===== config.mk =====
export PLATFORM = sky130hd
export DESIGN_NAME = shift_left_sched_flat
export DESIGN_NICKNAME = d
export VERILOG_FILES = /design/src/rtl/shift_left_sched_if.sv /design/src/rtl/shift_left_sched.sv /design/src/flat_wrapper.sv
export SDC_FILE = /design/constraint.sdc
export NUM_CORES = 1
export LEC_CHECK = 0
export BUFFER_PORTS_ARGS = -buffer_cell sky130_fd_sc_hd__buf_2
export CAP_MARGIN = 25
export CORE_MARGIN = 8
export CORE_UTILIZATION = 49
export DETAILED_ROUTE_END_ITERATION = 8
export PLACE_DENSITY_LB_ADDON = 0.12
export RECOVER_POWER = 50
export SYNTH_ARGS = -nofsm -noshare
export SYNTH_HDL_FRONTEND = slang
export SYNTH_SLANG_ARGS = --single-unit

===== constraint.sdc =====
create_clock -name clk -period 3.6 [get_ports clk]
set_input_delay 0.18 -clock clk [delete_from_list [all_inputs] [get_ports clk]]
set_output_delay 0.18 -clock clk [all_outputs]
set_load 0.005 [all_outputs]

===== src/rtl/shift_left_sched_if.sv =====
// -----------------------------------------------------------------------------
// shift_left_sched_if
//
// Bundles the request, result and status signals of shift_left_sched.
//
//   Req_valid    [1:0]        request valid, bit i = requester i
//   Req_ready    [1:0]        request accepted when Req_valid[i] & Req_ready[i]
//   Req_data     [2*SIZE-1:0] sign-magnitude operand, requester i at [i*SIZE +: SIZE]
//   Req_shift    [2*W-1:0]    bit-position code, requester i at [i*W +: W]
//   Req_check    [1:0]        0 forces a zero result for that requester
//   Res_valid                 result valid, held until taken
//   Res_ready                 consumer accepts the result
//   Res_data     [SIZE-1:0]   shifted result
//   Res_id                    requester that owns Res_data
//   Res_overflow              a 1 was shifted out of the magnitude field
//   Busy                      scheduler is shifting or holding a result
//
// Modports:
//   master - requesters plus result consumer (drives requests, takes results)
//   slave  - the scheduler itself
// -----------------------------------------------------------------------------
interface shift_left_sched_if #(
  parameter int SIZE = 32,
  parameter int W    = $clog2(SIZE)
);

  logic [1:0]        Req_valid;
  logic [1:0]        Req_ready;
  logic [2*SIZE-1:0] Req_data;
  logic [2*W-1:0]    Req_shift;
  logic [1:0]        Req_check;

  logic              Res_valid;
  logic              Res_ready;
  logic [SIZE-1:0]   Res_data;
  logic              Res_id;
  logic              Res_overflow;

  logic              Busy;

  modport master (
    output Req_valid, Req_data, Req_shift, Req_check, Res_ready,
    input  Req_ready, Res_valid, Res_data, Res_id, Res_overflow, Busy
  );

  modport slave (
    input  Req_valid, Req_data, Req_shift, Req_check, Res_ready,
    output Req_ready, Res_valid, Res_data, Res_id, Res_overflow, Busy
  );

endinterface


===== src/rtl/shift_left_sched.sv =====
// -----------------------------------------------------------------------------
// shift_left_sched
//
// Round-robin scheduler sharing one serial fixed-point left-shift datapath
// between two requesters. Each request carries a sign-magnitude
// Q(SIZE/2).(SIZE/2) operand, a bit-position code and a check flag. The
// magnitude is shifted left one bit per cycle (zero fill, sign untouched),
// and the result is returned with the requester id and a sticky overflow
// flag that records any 1 shifted out of the magnitude field.
//
// Shift amount n = Req_shift - SIZE/2. A code below SIZE/2 yields a zero
// magnitude with the sign kept; check = 0 yields an all-zero result. Both
// special cases finish with n = 0.
//
// Ports:
//   clk    rising-edge clock for all state
//   rst_n  asynchronous active-low reset
//   bus    shift_left_sched_if.slave (request, result and Busy signals)
//
// Parameters SIZE and W must match the ones the interface is built with.
// -----------------------------------------------------------------------------
module shift_left_sched #(
  parameter int SIZE = 32,
  parameter int W    = $clog2(SIZE)
) (
  input  logic                  clk,
  input  logic                  rst_n,
  shift_left_sched_if.slave     bus
);

  localparam logic [W-1:0] HALF = W'(SIZE / 2);

  typedef enum logic [1:0] {
    IDLE  = 2'd0,
    SHIFT = 2'd1,
    DONE  = 2'd2
  } state_t;

  state_t state_q, state_d;

  // Datapath state. The sign and magnitude are kept apart so that the sign
  // never takes part in the shift.
  logic            sign_q;
  logic [SIZE-2:0] mag_q;
  logic [W-1:0]    cnt_q;
  logic            id_q;
  logic            ovf_q;
  logic            last_q;   // requester granted most recently

  // Arbitration / request decode
  logic            win;
  logic [1:0]      grant;
  logic            accept;
  logic [SIZE-1:0] sel_data;
  logic [W-1:0]    sel_shift;
  logic            sel_check;
  logic            in_range;
  logic            sign_in;
  logic [SIZE-2:0] mag_in;
  logic [W-1:0]    n_in;

  // ---------------------------------------------------------------------------
  // Next-state, arbitration and request decode
  // ---------------------------------------------------------------------------
  // NOTE: every signal written here gets a default first, so no path through
  // the block leaves a value unassigned and no latch is inferred.
  always_comb begin
    state_d   = state_q;
    win       = 1'b0;
    grant     = 2'b00;
    accept    = 1'b0;
    sel_data  = '0;
    sel_shift = '0;
    sel_check = 1'b0;
    in_range  = 1'b0;
    sign_in   = 1'b0;
    mag_in    = '0;
    n_in      = '0;

    // On a tie the requester not granted last wins; otherwise the lone
    // valid requester wins.
    if (&bus.Req_valid) begin
      win = ~last_q;
    end else if (bus.Req_valid[0]) begin
      win = 1'b0;
    end else begin
      win = 1'b1;
    end

    if (state_q == IDLE) begin
      grant[0] = bus.Req_valid[0] & ~win;
      grant[1] = bus.Req_valid[1] &  win;
    end
    accept = |grant;

    // Operand of the winning requester
    if (win) begin
      sel_data  = bus.Req_data[SIZE +: SIZE];
      sel_shift = bus.Req_shift[W +: W];
      sel_check = bus.Req_check[1];
    end else begin
      sel_data  = bus.Req_data[0 +: SIZE];
      sel_shift = bus.Req_shift[0 +: W];
      sel_check = bus.Req_check[0];
    end

    in_range = (sel_shift >= HALF);
    sign_in  = sel_check & sel_data[SIZE-1];
    if (sel_check && in_range) begin
      mag_in = sel_data[SIZE-2:0];
      n_in   = sel_shift - HALF;
    end

    unique case (state_q)
      IDLE: begin
        if (accept) begin
          state_d = (n_in == '0) ? DONE : SHIFT;
        end
      end
      SHIFT: begin
        // The counter holds the shifts still to do, including this cycle's.
        if (cnt_q == W'(1)) begin
          state_d = DONE;
        end
      end
      DONE: begin
        if (bus.Res_ready) begin
          state_d = IDLE;
        end
      end
      default: state_d = IDLE;
    endcase
  end

  // ---------------------------------------------------------------------------
  // State register
  // ---------------------------------------------------------------------------
  // NOTE: sequential state uses non-blocking assignments so every register
  // samples pre-edge values, independent of statement order.
  always_ff @(posedge clk or negedge rst_n) begin
    if (!rst_n) begin
      state_q <= IDLE;
    end else begin
      state_q <= state_d;
    end
  end

  // ---------------------------------------------------------------------------
  // Datapath and arbitration pointer
  // ---------------------------------------------------------------------------
  // NOTE: every datapath register is reset, not only the control state,
  // because the result fields are visible on the outputs and must read 0
  // after reset; a reset mid-operation also discards the partial result.
  always_ff @(posedge clk or negedge rst_n) begin
    if (!rst_n) begin
      sign_q <= 1'b0;
      mag_q  <= '0;
      cnt_q  <= '0;
      id_q   <= 1'b0;
      ovf_q  <= 1'b0;
      last_q <= 1'b1;
    end else if (accept) begin
      sign_q <= sign_in;
      mag_q  <= mag_in;
      cnt_q  <= n_in;
      id_q   <= win;
      ovf_q  <= 1'b0;
      last_q <= win;
    end else if (state_q == SHIFT) begin
      mag_q  <= {mag_q[SIZE-3:0], 1'b0};
      ovf_q  <= ovf_q | mag_q[SIZE-2];
      cnt_q  <= cnt_q - W'(1);
    end
  end

  // ---------------------------------------------------------------------------
  // Outputs
  // ---------------------------------------------------------------------------
  assign bus.Req_ready    = grant;
  assign bus.Res_valid    = (state_q == DONE);
  assign bus.Res_data     = {sign_q, mag_q};
  assign bus.Res_id       = id_q;
  assign bus.Res_overflow = ovf_q;
  assign bus.Busy         = (state_q != IDLE);

endmodule


===== src/flat_wrapper.sv =====
// flat-port wrapper written by rule: the top's interface ports become plain ports
module shift_left_sched_flat 
#(
  parameter int SIZE = 32,
  parameter int W    = $clog2(SIZE)
)
  (clk, rst_n, bus_Req_valid, bus_Req_data, bus_Req_shift, bus_Req_check, bus_Res_ready, bus_Req_ready, bus_Res_valid, bus_Res_data, bus_Res_id, bus_Res_overflow, bus_Busy);
  shift_left_sched_if #(.SIZE(SIZE), .W(W)) bus_i ();
  input  logic clk;
  input  logic rst_n;
  input wire logic [$bits(bus_i.Req_valid)-1:0] bus_Req_valid;
  input wire logic [$bits(bus_i.Req_data)-1:0] bus_Req_data;
  input wire logic [$bits(bus_i.Req_shift)-1:0] bus_Req_shift;
  input wire logic [$bits(bus_i.Req_check)-1:0] bus_Req_check;
  input wire logic [$bits(bus_i.Res_ready)-1:0] bus_Res_ready;
  output wire logic [$bits(bus_i.Req_ready)-1:0] bus_Req_ready;
  output wire logic [$bits(bus_i.Res_valid)-1:0] bus_Res_valid;
  output wire logic [$bits(bus_i.Res_data)-1:0] bus_Res_data;
  output wire logic [$bits(bus_i.Res_id)-1:0] bus_Res_id;
  output wire logic [$bits(bus_i.Res_overflow)-1:0] bus_Res_overflow;
  output wire logic [$bits(bus_i.Busy)-1:0] bus_Busy;
  assign bus_i.Req_valid = bus_Req_valid;
  assign bus_i.Req_data = bus_Req_data;
  assign bus_i.Req_shift = bus_Req_shift;
  assign bus_i.Req_check = bus_Req_check;
  assign bus_i.Res_ready = bus_Res_ready;
  assign bus_Req_ready = bus_i.Req_ready;
  assign bus_Res_valid = bus_i.Res_valid;
  assign bus_Res_data = bus_i.Res_data;
  assign bus_Res_id = bus_i.Res_id;
  assign bus_Res_overflow = bus_i.Res_overflow;
  assign bus_Busy = bus_i.Busy;
  shift_left_sched #(.SIZE(SIZE), .W(W)) u_core (.clk(clk), .rst_n(rst_n), .bus(bus_i));
endmodule

After elaboration in Yosys (flattened, before gate mapping):

Index checks and enable logic that the tools add are counted.

* flip-flop bits (word level): 42
* input port bits: 81
* output and inout bits: 38

* $add $sub $neg: 2
* order comparisons: 1
* equal/unequal tests: 6
* muxes and demuxes: 19
* bitwise gates (word level): 6
* reductions and logical operators: 8

Operator list (number)
* $mux 31: 3
* $mux 32: 1
* $mux 5: 4
* $mux 2: 5
* $pmux 2 s3: 1
* $eq 5x1->1 const B: 1
* $ge 5x5->1 const B: 1
* $logic_not 5->1: 1
* $mux 1: 5
* $sub 5x1->5 const B: 1
* $sub 5x5->5 const B: 1
* $ne 2x1->1 const B: 2
* $reduce_bool 2->1: 2
* $and 1x1->1: 3
* $reduce_and 3->1: 1
* $eq 2x1->1 const B: 1
* $eq 2x2->1 const B: 1
* $logic_not 2->1: 1
* $ne 2x2->1 const B: 1
* $not 1->1: 2
* $reduce_and 2->1: 1
* $reduce_or 2->1: 1
* $logic_and 1x1->1: 1
* $or 1x1->1: 1

Logic depth before layout (Yosys ltp):

* word-level depth: 10
* mapped depth: 7
* gate-level depth less buffers: 5

Worst setup path after synthesis:

OpenSTA, ideal clock, no wires.

* path kind: register to register
* start point: reg u_core.last_q
* end point: reg u_core.cnt_q[0]
* library setup time: 0.126 ns
* arrival time: 1.395 ns
* path slack: 2.079 ns
* cell stages (with the launch flop): 7
* buffers on the path: 2
* period minus slack after synthesis: 1.521 ns
* cell sequence: dfstp_2 nand2b_2 and2_4 buf_6 and3_4 buf_6 a221o_1

* longest elaborated chain between the ends: 7

RTL lines
* start: declaration: RTL line shift_left_sched.sv:48 `logic last_q;`
* start signal: assignment: RTL line shift_left_sched.sv:168 `last_q <= win;`
* $not 1->1 *: RTL line shift_left_sched.sv:83 `win = ~last_q;`
* $mux 1 *: RTL line shift_left_sched.sv:82 `if (&bus.Req_valid) begin`
* $mux 5 / $not 1->1 (equally long branches): RTL line shift_left_sched.sv:97, shift_left_sched.sv:91
* $ge 5x5->1 / $and 1x1->1 (equally long branches): RTL line shift_left_sched.sv:107, shift_left_sched.sv:91
* $logic_and 1x1->1 / $mux 2 (equally long branches): RTL line shift_left_sched.sv:109, shift_left_sched.sv:90
* $mux 5 / $reduce_or 2->1 (equally long branches): RTL line shift_left_sched.sv:109, shift_left_sched.sv:94
* $mux 5 / $reduce_bool 2->1 (equally long branches)
* end signal: assignment: RTL line shift_left_sched.sv:165 `cnt_q <= n_in;`
* end signal: assignment: RTL line shift_left_sched.sv:172 `cnt_q <= cnt_q - W'(1);`
* end: declaration: RTL line shift_left_sched.sv:45 `logic [W-1:0] cnt_q;`

Mark *: on every way between the ends. The rest lies on a longest branch, timed or not.
A chain may end at the register's enable or synchronous reset.

Final worst setup path:

* start point: reg u_core.last_q
* end point: out bus_Req_ready[0]

* longest elaborated chain between the ends: 5

RTL lines
* $not 1->1: RTL line shift_left_sched.sv:83
* $mux 1: RTL line shift_left_sched.sv:82
* $not 1->1: RTL line shift_left_sched.sv:91 `grant[0] = bus.Req_valid[0] & ~win;`
* $and 1x1->1: RTL line shift_left_sched.sv:91
* $mux 2: RTL line shift_left_sched.sv:90 `if (state_q == IDLE) begin`
* end: declaration: RTL line flat_wrapper.sv:16 `output wire logic [$bits(bus_i.Req_ready)-1:0] bus_Req_ready;`

No other way between the ends.

==> results.cfg <==
[clock_network]
cts.sinks = 42
cts_hold_repair.buffers = 0
cts_resized = 0
cts_root_buf = clkbuf_8
clock_latency_ns = 0.30
cts_setup_buffers = 0
htreeDepth = 2
path_clk_slew_ns = 0.08
tritoncts = built
cts_buffers = 5
cts_buffer_depth = 2

[worst_hold_path]
min_path_type = input pin to register

[routing]
route.antenna.remaining_nets = 0
routed_wl_mm = 7.33
routedWlPerCell_um = 18.2
drc = 0
viasPerCell = 6.07
dr_total_vias = 2445
drt_iter0_drc = 146
first_pass_iters = 5

[grt]
grt.total_usage = 0.208
grt_max_degree = 43
grt_pass1_wl_mm = 12.3
grt_overflow_total = 0
antenna_found_initial = 0
grt_pass1_vias = 2598

[timing]
worstMarginPinSlew_ns = 2.21
drv_slew = 43
tns_ns = 0
slew_headroom = -0.471
report.final.hold_viol_count = 0
fin_crit_sh = 0.626
holdWs_ns = 0.116
period_needed_ns = 2.25
clock-skew-final_ns = 0.00764
fmax_mhz = 443
rsz0062_at_grt = false
setup_violations = 0

[synthesis]
synth_edf_count = 0
avgSynthCellArea_um2 = 9.31
synth_area_leaders = dfrtp_1 45%, a31oi_1 7.9%, nand4_1 7.6%
synth_top_area_share = 0.446
ys.flop_type = dfrtp_1
ys_async_sr_fraction = 1.00
syn-cell-area_mm2 = 0.00230
ys_warn_count = 0
synth.distinct_cells = 40
syn_inst = 247
yosysSeqAreaShare = 0.458
synth_nets = 330
ys_ff_latch = 42
synth_largest_area_cell = dfrtp_1

[worst_setup_path]
worstSetupPathType = register to primary output
startpoint_type = register
end_kind = primary output
path_max_fanout = 28
cp.arrival_ns = 2.07
rrSetupSlack_ns = 1.59
required_ns = 3.42

[cells_and_area]
layout_commonest_cell = buf_2
nets = 431
drive_gt1_frac = 0.361
finalCoreUtilization = 0.638
nFillCells = 419
diodes = 0
fin_cells = 403
area_delta_synth_final_pct = 28.6
final_cell_mix = 106 x buf_2, 41 x dfrtp_1, 29 x nand3_1, 29 x a31oi_1

[run]
cap_violations = 1

[floorplan]
core-area_mm2 = 0.00463
die_h_um = 84.5
start_util = 0.496
num_rows = 25
chipWidth_um = 84.5
die-area_mm2 = 0.00714
io_pins = 119

[pwr]
peakVddDrop_mv = 0.302
power.density_mw_per_mm2 = 771
p_leak_uw = 0.00131

[outcome]
status = complete, but fails checks
violations = capacitance limit, slew limit

[placement]
gp_congestion = 0.850
hpwl_mm = 5.32
dpl.cell_count = 392
port_buffers = 118
-- registers in the layout, summed over array words and instances, names as in the netlist --
name	count
u_core.bus.Res_id	1
u_core.bus.Res_overflow	1
u_core.cnt_q	5
u_core.last_q	1
u_core.mag_q	31
u_core.sign_q	1
u_core.state_q	2
-- cell usage after synthesis (2+ instances only) --
master / number
a21oi_1: 6
a221o_1: 7
a22o_1: 5
a31oi_1: 29
and2_1: 2
buf_2: 7
buf_6: 2
clkbuf_1: 17
dfrtp_1: 41
ha_1: 2
inv_1: 4
nand2_1: 4
nand3_1: 29
nand4_1: 28
nor2_1: 9
nor2b_1: 2
nor4_1: 2
o21ai_0: 2
o22ai_1: 28
-- worst max-delay path, stage by stage, from the launching register on --
cell and delay [ns]:
dfstp_2 0.54, nand2b_2 0.15, nand2_1 0.54, nor2_1 0.38, buf_2 0.17
-- kinds of logic (layout without fill, tap and decap cells) --
group | count (synthesis) | count (layout) | share of synthesized area
adder cells (fa/ha/maj) | 2 | 2 | 0.0109
buffers and inverters | 32 | 134 | 0.0642
flip-flops | 42 | 42 | 0.458
multiplexers | 1 | 1 | 0.00490
XOR/XNOR | 2 | 2 | 0.00762
AO/OA/AOI/OAI | 83 | 83 | 0.243
AND/OR/NAND/NOR | 85 | 85 | 0.211
-- area by class of cell --
class / count / area (um^2) / share of cell area
Clock inverter: 1 / 5.00 / 0.00169
Timing Repair Buffer: 122 / 628 / 0.213
Tap cell: 54 / 67.6 / 0.0229
Clock buffer: 7 / 86.3 / 0.0292
Inverter: 4 / 15.0 / 0.00508
Multi-Input combinational cell: 173 / 1100 / 0.373
Sequential cell: 42 / 1050 / 0.356
-- through the flow --
step | total power, uW | worst slack (ns) | area [um^2]
3_3_place_gp | 1940 | 1.67 | 2830
5_1_grt | 2470 | 1.15 | 2960
3_5_place_dp | 1960 | 1.55 | 2830
2_1_floorplan | 1540 | 2.08 | 2300
6_report | 2280 | 1.35 | 2960
4_1_cts | 2280 | 1.35 | 2930
-- final timing paths --
check | startpoint | endpoint | cells past startpoint
hold / removal | bus_Req_data[32] | u_core.mag_q[0] | 2
min in group asynchronous | rst_n | u_core.mag_q[5] | 1
setup / recovery | u_core.last_q | bus_Req_ready[0] | 4
hold reg to reg | u_core.sign_q | u_core.sign_q | 2
setup reg to reg | u_core.state_q[1] | u_core.cnt_q[1] | 5
max in group asynchronous | rst_n | u_core.mag_q[1] | 1
-- where the power goes --
group,leakage (uW),total [uW],switching [uW],internal [uW]
registers,0.000514,903,195,708
clock network,0.0000482,316,161,155
logic,0.000751,1060,577,482
total,0.00131,2280,933,1340
-- per-layer routing --
layer	wire length, um	vias up	GRT usage
li1	-	1181	-
met1	3000	1129	0.243
met2	3620	121	0.365
met3	571	14	0.0488
met4	144	0	0.0647
met5	0	-	0
(Power assumes the default switching activity.)
